<file path="config.mk">
export PLATFORM = sky130hd
export DESIGN_NAME = sym_fifo_flat
export DESIGN_NICKNAME = d
export VERILOG_FILES = /design/src/rtl/vit_pkg.sv /design/src/rtl/sym_fifo_if.sv /design/src/rtl/sym_fifo_mem.sv /design/src/rtl/sym_fifo.sv /design/src/flat_wrapper.sv
export SDC_FILE = /design/constraint.sdc
export NUM_CORES = 1
export LEC_CHECK = 0
export ABC_AREA = 1
export CAP_MARGIN = 0
export CORE_MARGIN = 4
export CORE_UTILIZATION = 60
export DETAILED_ROUTE_END_ITERATION = 10
export GPL_TIMING_DRIVEN = 0
export PLACE_DENSITY = 0.78
export SYNTH_ARGS = -nofsm -noshare
export SYNTH_HDL_FRONTEND = slang
export SYNTH_SLANG_ARGS = --single-unit
export TNS_END_PERCENT = 10
</file>
<file path="constraint.sdc">
create_clock -name clk -period 3.4 [get_ports clk]
set_input_delay 0.34 -clock clk [delete_from_list [all_inputs] [get_ports clk]]
set_output_delay 0.34 -clock clk [all_outputs]
set_load 0.02 [all_outputs]
</file>
<file path="src/rtl/vit_pkg.sv">
// Constants shared by the symbol FIFO and the PISO serializer feeding the Viterbi core.
// A word packs eight 2-bit symbol pairs, MSB pair first.
package vit_pkg;
  localparam int SYM_W         = 2;
  localparam int WORD_W        = 16;
  localparam int SYMS_PER_WORD = 8;

  // Pair idx 0 is the first symbol pair sent.
  function automatic logic [SYM_W-1:0] sym_pair(input logic [WORD_W-1:0] word, input int idx);
    return word[WORD_W-1-SYM_W*idx -: SYM_W];
  endfunction
endpackage

</file>
<file path="src/rtl/sym_fifo_if.sv">
// Write/read/status bundle of the symbol FIFO; master is the host+consumer side, slave is the FIFO.
interface sym_fifo_if #(
  parameter int DEPTH = 16
) ();
  import vit_pkg::*;
  localparam int CNT_W = $clog2(DEPTH) + 1;

  logic              clr_i;
  logic              wr_en_i;
  logic [WORD_W-1:0] wr_data_i;
  logic              full_o;
  logic              almost_full_o;
  logic              rd_en_i;
  logic [WORD_W-1:0] rd_data_o;
  logic              empty_o;
  logic [CNT_W-1:0]  count_o;
  logic              overflow_o;
  logic              underflow_o;

  modport master (
    output clr_i, wr_en_i, wr_data_i, rd_en_i,
    input  full_o, almost_full_o, rd_data_o, empty_o, count_o, overflow_o, underflow_o
  );

  modport slave (
    input  clr_i, wr_en_i, wr_data_i, rd_en_i,
    output full_o, almost_full_o, rd_data_o, empty_o, count_o, overflow_o, underflow_o
  );
endinterface

</file>
<file path="src/rtl/sym_fifo_mem.sv">
// Unreset register array: synchronous write port, asynchronous read port.
module sym_fifo_mem #(
  parameter int DEPTH  = 16,
  parameter int WORD_W = 16
) (
  input  logic                     clk,
  input  logic                     we_i,
  input  logic [$clog2(DEPTH)-1:0] waddr_i,
  input  logic [WORD_W-1:0]        wdata_i,
  input  logic [$clog2(DEPTH)-1:0] raddr_i,
  output logic [WORD_W-1:0]        rdata_o
);
  logic [WORD_W-1:0] mem_q [DEPTH];

  always_ff @(posedge clk) begin
    if (we_i) mem_q[waddr_i] <= wdata_i;
  end

  assign rdata_o = mem_q[raddr_i];
endmodule

</file>
<file path="src/rtl/sym_fifo.sv">
// FWFT symbol-word FIFO: head word on rd_data_o, status one cycle after the accepting edge.
// Writes drop while full and reads are ignored while empty, each latching a sticky error flag.
module sym_fifo
  import vit_pkg::*;
#(
  parameter int DEPTH        = 16,
  parameter int AFULL_THRESH = DEPTH - 2
) (
  input logic       clk,
  input logic       rst_n,
  sym_fifo_if.slave fif
);
  localparam int ADDR_W = $clog2(DEPTH);
  typedef logic [ADDR_W:0] ptr_t;
  localparam ptr_t AFULL_C = ptr_t'(AFULL_THRESH);

  ptr_t              wr_ptr_q, wr_ptr_d, rd_ptr_q, rd_ptr_d, count;
  logic              ovf_q, ovf_d, udf_q, udf_d;
  logic              full, empty, wr_acc, rd_acc;
  logic [WORD_W-1:0] head;

  // Status decodes only from registered pointers, never from the enables.
  assign count  = wr_ptr_q - rd_ptr_q;
  assign empty  = (wr_ptr_q == rd_ptr_q);
  assign full   = (wr_ptr_q[ADDR_W-1:0] == rd_ptr_q[ADDR_W-1:0]) &&
                  (wr_ptr_q[ADDR_W] != rd_ptr_q[ADDR_W]);
  assign wr_acc = fif.wr_en_i && !full && !fif.clr_i;
  assign rd_acc = fif.rd_en_i && !empty && !fif.clr_i;

  always_comb begin
    wr_ptr_d = wr_ptr_q + ptr_t'(wr_acc);
    rd_ptr_d = rd_ptr_q + ptr_t'(rd_acc);
    ovf_d    = ovf_q | (fif.wr_en_i && full);
    udf_d    = udf_q | (fif.rd_en_i && empty);
    if (fif.clr_i) begin
      wr_ptr_d = '0;
      rd_ptr_d = '0;
      ovf_d    = 1'b0;
      udf_d    = 1'b0;
    end
  end

  always_ff @(posedge clk or negedge rst_n) begin
    if (!rst_n) begin
      wr_ptr_q <= '0;
      rd_ptr_q <= '0;
      ovf_q    <= 1'b0;
      udf_q    <= 1'b0;
    end else begin
      wr_ptr_q <= wr_ptr_d;
      rd_ptr_q <= rd_ptr_d;
      ovf_q    <= ovf_d;
      udf_q    <= udf_d;
    end
  end

  sym_fifo_mem #(
    .DEPTH  (DEPTH),
    .WORD_W (WORD_W)
  ) u_mem (
    .clk     (clk),
    .we_i    (wr_acc),
    .waddr_i (wr_ptr_q[ADDR_W-1:0]),
    .wdata_i (fif.wr_data_i),
    .raddr_i (rd_ptr_q[ADDR_W-1:0]),
    .rdata_o (head)
  );

  assign fif.rd_data_o     = empty ? '0 : head;
  assign fif.empty_o       = empty;
  assign fif.full_o        = full;
  assign fif.count_o       = count;
  assign fif.almost_full_o = (count >= AFULL_C);
  assign fif.overflow_o    = ovf_q;
  assign fif.underflow_o   = udf_q;
endmodule

</file>
<file path="src/flat_wrapper.sv">
// flat-port wrapper written by rule: the top's interface ports become plain ports
module sym_fifo_flat import vit_pkg::*;
#(
  parameter int DEPTH        = 16,
  parameter int AFULL_THRESH = DEPTH - 2
)
  (clk, rst_n, fif_clr_i, fif_wr_en_i, fif_wr_data_i, fif_rd_en_i, fif_full_o, fif_almost_full_o, fif_rd_data_o, fif_empty_o, fif_count_o, fif_overflow_o, fif_underflow_o);
  sym_fifo_if #(.DEPTH(DEPTH)) fif_i ();
  input logic clk;
  input logic rst_n;
  input wire logic [$bits(fif_i.clr_i)-1:0] fif_clr_i;
  input wire logic [$bits(fif_i.wr_en_i)-1:0] fif_wr_en_i;
  input wire logic [$bits(fif_i.wr_data_i)-1:0] fif_wr_data_i;
  input wire logic [$bits(fif_i.rd_en_i)-1:0] fif_rd_en_i;
  output wire logic [$bits(fif_i.full_o)-1:0] fif_full_o;
  output wire logic [$bits(fif_i.almost_full_o)-1:0] fif_almost_full_o;
  output wire logic [$bits(fif_i.rd_data_o)-1:0] fif_rd_data_o;
  output wire logic [$bits(fif_i.empty_o)-1:0] fif_empty_o;
  output wire logic [$bits(fif_i.count_o)-1:0] fif_count_o;
  output wire logic [$bits(fif_i.overflow_o)-1:0] fif_overflow_o;
  output wire logic [$bits(fif_i.underflow_o)-1:0] fif_underflow_o;
  assign fif_i.clr_i = fif_clr_i;
  assign fif_i.wr_en_i = fif_wr_en_i;
  assign fif_i.wr_data_i = fif_wr_data_i;
  assign fif_i.rd_en_i = fif_rd_en_i;
  assign fif_full_o = fif_i.full_o;
  assign fif_almost_full_o = fif_i.almost_full_o;
  assign fif_rd_data_o = fif_i.rd_data_o;
  assign fif_empty_o = fif_i.empty_o;
  assign fif_count_o = fif_i.count_o;
  assign fif_overflow_o = fif_i.overflow_o;
  assign fif_underflow_o = fif_i.underflow_o;
  sym_fifo #(.DEPTH(DEPTH), .AFULL_THRESH(AFULL_THRESH)) u_core (.clk(clk), .rst_n(rst_n), .fif(fif_i));
endmodule
</file>
==> flow_summary.ini, run 1 <==
[placed_design]
hpwl_mm = 18.06
gp_congestion = 0.9063
dp_cells = 1294
placement.io_buffers = 46

[synth]
synth_area_leaders = edfxtp_1 68%, nand2_1 14%, nand3_1 3.6%, dfrtp_1 2.7%, a21oi_1 2.4%
synth_top_family_by_area = simple AND/OR/NAND/NOR gates
yosys.area_share.simple_pct = 21.09
synth.mux.area_fraction_pct = 0
syn_nets = 1036
netlist_instances = 1006
synthDominantCellAreaShare_pct = 68.24
ys_warn_count = 0
synth-adder-area-share_pct = 1.066
synth_seq_cells = 268
ys_seq_area_share_pct = 70.91
synth_top_cell_by_area = edfxtp_1
syn_avg_cell_area_um2 = 11.20
synth_xor_area_share_pct = 0.2333
synth-compound-area-share_pct = 2.755
ys_types = 25
mappedNetlistArea_mm2 = 0.01126

[grt]
grt-ovfl-total = 0
use_met3_pct = 3.368
grt_pass1_vias = 7312
grt_pass1_wl_mm = 40.74
grt_use_met2_pct = 43.12
grt_max_degree = 19
use_met1_pct = 34.54
busiest_layer = met2
grt_usage_pct = 25.43
antenna_found_initial = 0

[detailed_routing]
ant_nets = 0
via_per_inst = 5.750
drt_iter0_markers = 820
wl_per_cell_um = 20.31
num_vias = 7699
drc = 0
drtPass1Iterations = 7
wirelength_mm = 27.19

[cts]
cts_setup_buffers = 0
clkTransAtPathRegs_ns = 0.06
clkLatencyLatePin_ns = 0.53
cts_buffers = 26
cts_tree = done
clockBufferDepth = 3
cts_num_sinks = 268
cts_root_buf = clkbuf_16
ctsHtreeMaxLevel = 1

[timing]
hold_viol_final = 0
rsz0062_at_grt = false
min_period_ns = 3.255
timing.fmax_mhz = 307.2
worstMarginPinSlew_ns = 0.9134
worst_clock_skew_ns = 0.009329
drv_slew = 0
tns_ns = 0
setup_viol = 0
timing.final.crit_share_pct = 95.73
max_slew_margin_pct = 38.91

[power_and_ir_drop]
pwr-share-comb_pct = 7.6
ir_drop_mv = 0.5187
p_per_area_mw_per_mm2 = 540.8
internal-power_mw = 5.557
power_frac_clock_pct = 40.8
pwr-share-seq_pct = 51.6
p_sw_mw = 1.512
p_leak_nw = 5.107
p_sw_share_pct = 21.39

[final_layout]
drive_gt1_share_pct = 10.72
num_antenna_cells = 0
syn2layout_area_growth_pct = 16.03
layout_commonest_cell = nand2_1
final_cell_mix = 423 x nand2_1, 256 x edfxtp_1, 82 x nand3_1
nets = 1121
fin_cells = 1339

[worst_setup_path]
arrival_ns = 2.91
r2r_slack_ns = 0.29
worstPathCellList = clkbuf_4, inv_1, buf_4, ha_1, nand2_1, nor2_2, inv_1, nor2_4, inv_4, buf_4, nand2_1, nor2_1, dlygate4sd2_1
crit_slowest_cell = dlygate4sd2_1
crit_path_start_kind = register
endpoint_kind = primary output
cp_slowest_stage_delay_ns = 0.37
crit_required_ns = 3.06
crit_fanout = 10
path_class = reg -> out

[die]
dieArea_mm2 = 0.02103
num_io_pins = 47
die_w_um = 145.0
row_count = 49
initial_core_util_pct = 61.86
dieHeight_um = 145.0
core_mm2 = 0.01821

[flow_run]
maxCapViolCount = 0

[hold_path]
hp-class = in -> async

[outcome]
status = completed
[routing by layer]
metal	part of all wire [%]	wire, um
met2	49	13350
met3	9.2	2497
met5	0	0
met4	3.5	952
met1	38	10400
[critical path: cells and delay by family, from the launching register on]
kind	cells	cell delay, ns
adder cells (fa/ha/maj)	1	0.29
flip-flops	1	0.36
AND/OR/NAND/NOR	5	0.40
buffers and inverters	7	1.33
[power groups by stage]
stage               Sequential, mW  Combinational [mW]  Clock [mW]
floorplan                     3.72               0.289           0
global placement              3.72               0.524           0
detailed placement            3.72               0.540           0
CTS                           3.65               0.532        2.90
global route                  3.65               0.581        3.04
finish                        3.65               0.537        2.88
[stage by stage]
step	area, um2	util (%)	hold WS [ns]	setup WS, ns	power [mW]
global placement	12010	65.97	0.4763	-0.7844	4.241
floorplan	11260	-	0.04441	0.2805	4.006
finish	13070	71.78	0.1639	0.1452	7.069
detailed placement	12210	67.07	0.4974	-0.09456	4.257
CTS	13050	71.68	0.1701	0.002560	7.074
global route	13070	71.78	0.1877	0.01222	7.266
[synthesized netlist by cell type]
master    instances
nand2_1         423
edfxtp_1        256
nand3_1          82
nor2_1           57
a21oi_1          53
inv_1            21
buf_2            19
buf_4            17
nor3_1           15
dfrtp_1          12
buf_6             9
o21ai_0           9
ha_1              8
inv_2             6
clkbuf_1          4
nor3_2            3
nand2_2           2
nor2_4            2
xor2_1            2
buf_1             1
fa_1              1
nand3_2           1
nor2_2            1
nor3b_1           1
xnor2_1           1
[flip-flops by register name (all words and copies together) (netlist names)]
register and flops:
u_core.u_mem.mem_q 256, u_core.wr_ptr_q 5, u_core.fif.underflow_o 1, u_core.rd_ptr_q 5, u_core.fif.overflow_o 1
[cell type report]
class / count / area, um2
sequential: 268 / 7988
fill: 1195 / 5139
multi-input combinational: 661 / 2917
clock buffer: 34 / 701.9
timing repair buffer: 59 / 579.3
buffer: 48 / 337.8
tap: 229 / 286.5
clock inverter: 13 / 156.4
inverter: 27 / 103.9
[path summary, 6_finish.rpt]
kind / startpoint / end / cells after the start
setup / recovery: u_core.rd_ptr_q[3] / fif_rd_data_o[14] / 13
hold / removal: rst_n / u_core.fif.overflow_o / 1
setup reg to reg: u_core.rd_ptr_q[3] / u_core.u_mem.mem_q[4][1] / 11
hold reg to reg: u_core.fif.underflow_o / u_core.fif.underflow_o / 2
max in group asynchronous: rst_n / u_core.rd_ptr_q[0] / 1
min in group clk: fif_rd_en_i / u_core.fif.underflow_o / 3
[cell families (layout without fill, tap and decap cells)]
family | Yosys count | in the layout
AND/OR/NAND/NOR | 587 | 587
flip-flops | 268 | 268
buffers and inverters | 77 | 181
AO/OA/AOI/OAI | 62 | 62
adder cells (fa/ha/maj) | 9 | 9
XOR/XNOR | 3 | 3
[timing repair]
action                                  CTS  global route
endpoints found under the setup margin   64            29
endpoints found under the hold margin     0             0
gates cloned                              0             0
hold buffers                              0             0
gates resized for setup                  15            10
pin swaps                                 0             1
Note: power is estimated with default switching activity, not from simulation.
==> inputs of run 2 (changes only) <==
- GPL_TIMING_DRIVEN: 0 -> default
==> flow_summary.ini, run 2 (same netlist as run 1, synthesis figures left out) <==
[outcome]
status = completed

[grt]
grt_usage_pct = 25.72
antenna_found_initial = 0
grt_max_degree = 130
grt_pass1_vias = 7601
grt_pass1_wl_mm = 42.43
grt-ovfl-total = 0

[power_and_ir_drop]
power_frac_clock_pct = 40.9
ir_drop_mv = 0.4819
p_per_area_mw_per_mm2 = 541.0
p_leak_nw = 4.989
p_sw_mw = 1.561
power.total_mw = 7.053
p_sw_share_pct = 22.13
pwr-share-seq_pct = 51.7
internal-power_mw = 5.492
pwr-share-comb_pct = 7.3

[detailed_routing]
wirelength_mm = 27.33
wl_met1_mm = 10.89
via_per_inst = 5.816
wl_met3_mm = 2.458
wl_met2_mm = 12.99
ant_nets = 0
dr.max_layer_used = met4
drt_iter0_markers = 950
drc = 0
num_vias = 7700
drtPass1Iterations = 5
wl_per_cell_um = 20.64

[worst_setup_path]
endpoint_kind = primary output
crit_path_start_kind = register
path_class = reg -> out
crit_fanout = 27
crit_required_ns = 3.06
arrival_ns = 2.97

[timing]
rsz0062_at_grt = false
timing.final.crit_share_pct = 97.38
setup_viol = 0
worst_clock_skew_ns = 0.01332
hold_viol_final = 0
max_slew_margin_pct = 53.31
min_period_ns = 3.311
hold_ws_ns = 0.2001
worst_slack_ns = 0.08911
drv_slew = 0
worstMarginPinSlew_ns = 0.6965
tns_ns = 0
timing.fmax_mhz = 302.0

[final_layout]
syn2layout_area_growth_pct = 15.74
fin_area_mm2 = 0.01304
multiInputGateArea_mm2 = 0.002898
final_cell_mix = 423 x nand2_1, 256 x edfxtp_1, 82 x nand3_1
regArea_mm2 = 0.007993
drive_gt1_share_pct = 10.78
fin_util_pct = 71.60
fin_cells = 1324
nets = 1106
layout_commonest_cell = nand2_1
n_fill_cell = 1183
num_antenna_cells = 0
largestRegisters = u_core.u_mem.mem_q x256, u_core.rd_ptr_q x5, u_core.wr_ptr_q x5
largest_register_ffs = 256
regMostFlops = u_core.u_mem.mem_q

[placed_design]
post-place-ws_ns = 0.5859
placement.io_buffers = 46
placed_cell_area_mm2 = 0.01212
gp_congestion = 0.8500
hpwl_mm = 16.34
dp_cells = 1272

[die]
num_io_pins = 47
dieHeight_um = 145.0
row_count = 49
die_w_um = 145.0
dieArea_mm2 = 0.02103
initial_core_util_pct = 61.86
core_mm2 = 0.01821

[cts]
clockBufferDepth = 3
clkLatencyLatePin_ns = 0.53
clkTransAtPathRegs_ns = 0.07
postCtsHoldBufs = 0
ctsHtreeMaxLevel = 1
cts_root_buf = clkbuf_16
cts_tree = done
cts_buffers = 27
cts_num_sinks = 268

[hold_path]
hp-class = in -> async

[flow_run]
maxCapViolCount = 0
-- run 2: cell types whose count changed in the layout (fill, tap and decap cells not counted), moves of 3 or more --
cell	delta
nor3_2	+3
clkinvlp_4	+4
clkinv_2	+5
dlygate4sd2_1	-11
buf_2	-15
buf_6	-18
clkbuf_1	-8
buf_12	+5
nor3_4	-3
clkinv_1	-5
buf_4	+17
clkdlybuf4s50_1	+15
-- run 2: path summary, 6_finish.rpt --
| kind | start | endpoint | slack [ns] | cells after the start |
|---|---|---|---|---|
| max reg2reg | u_core.rd_ptr_q[2] | u_core.u_mem.mem_q[5][6] | 0.96 | 9 |
| min | rst_n | u_core.wr_ptr_q[3] | 0.20 | 1 |
| max in group asynchronous | rst_n | u_core.rd_ptr_q[0] | 2.72 | 1 |
| min in group clk | fif_rd_en_i | u_core.fif.underflow_o | 0.42 | 3 |
| min reg2reg | u_core.fif.underflow_o | u_core.fif.underflow_o | 0.49 | 2 |
| max | u_core.rd_ptr_q[1] | fif_rd_data_o[3] | 0.09 | 8 |
-- run 2: cell type report --
class	instances	share of cell area, %
clock buffers	30	5.269
clock inverters	18	1.382
inverters	27	0.8157
multi-input cells	661	22.23
flip-flops and latches	268	61.31
well taps	229	2.198
repair buffers	91	6.804
-- run 2: power by group through the flow --
stage	clock [mW]	combinational, mW	sequential (mW)
after floorplan	0	0.289	3.72
after global placement	0	0.499	3.72
after detailed placement	0	0.508	3.72
after CTS	2.92	0.512	3.65
after global routing	3.07	0.563	3.65
final	2.89	0.517	3.65
-- run 2: per-layer routing --
layer  GRT usage [%]  up-vias
met2           41.15      411
met3           5.145       77
li1                -     3559
met1           35.65     3653
met4           9.501        0
met5               0        -
-- run 2: critical path, stage by stage (launching register included) --
cell and delay (ns):
dfrtp_2 0.44, buf_4 0.35, nand2_2 0.11, inv_2 0.36, nand2_1 0.10, nand3_1 0.09
nor2_1 0.05, nor2_1 0.26, clkdlybuf4s50_1 0.68
-- run 2: what timing repair did --
action | 4_1_cts | 5_1_grt
endpoints found under the setup margin | 0 | 16
setup buffers | 0 | 4
gates resized for setup | 0 | 6
==> inputs of run 3 (changes only) <==
- GPL_TIMING_DRIVEN: default -> 1
==> results of run 3 <==
Same layout as run 2: the final DEF is identical, and so are final timing and power.
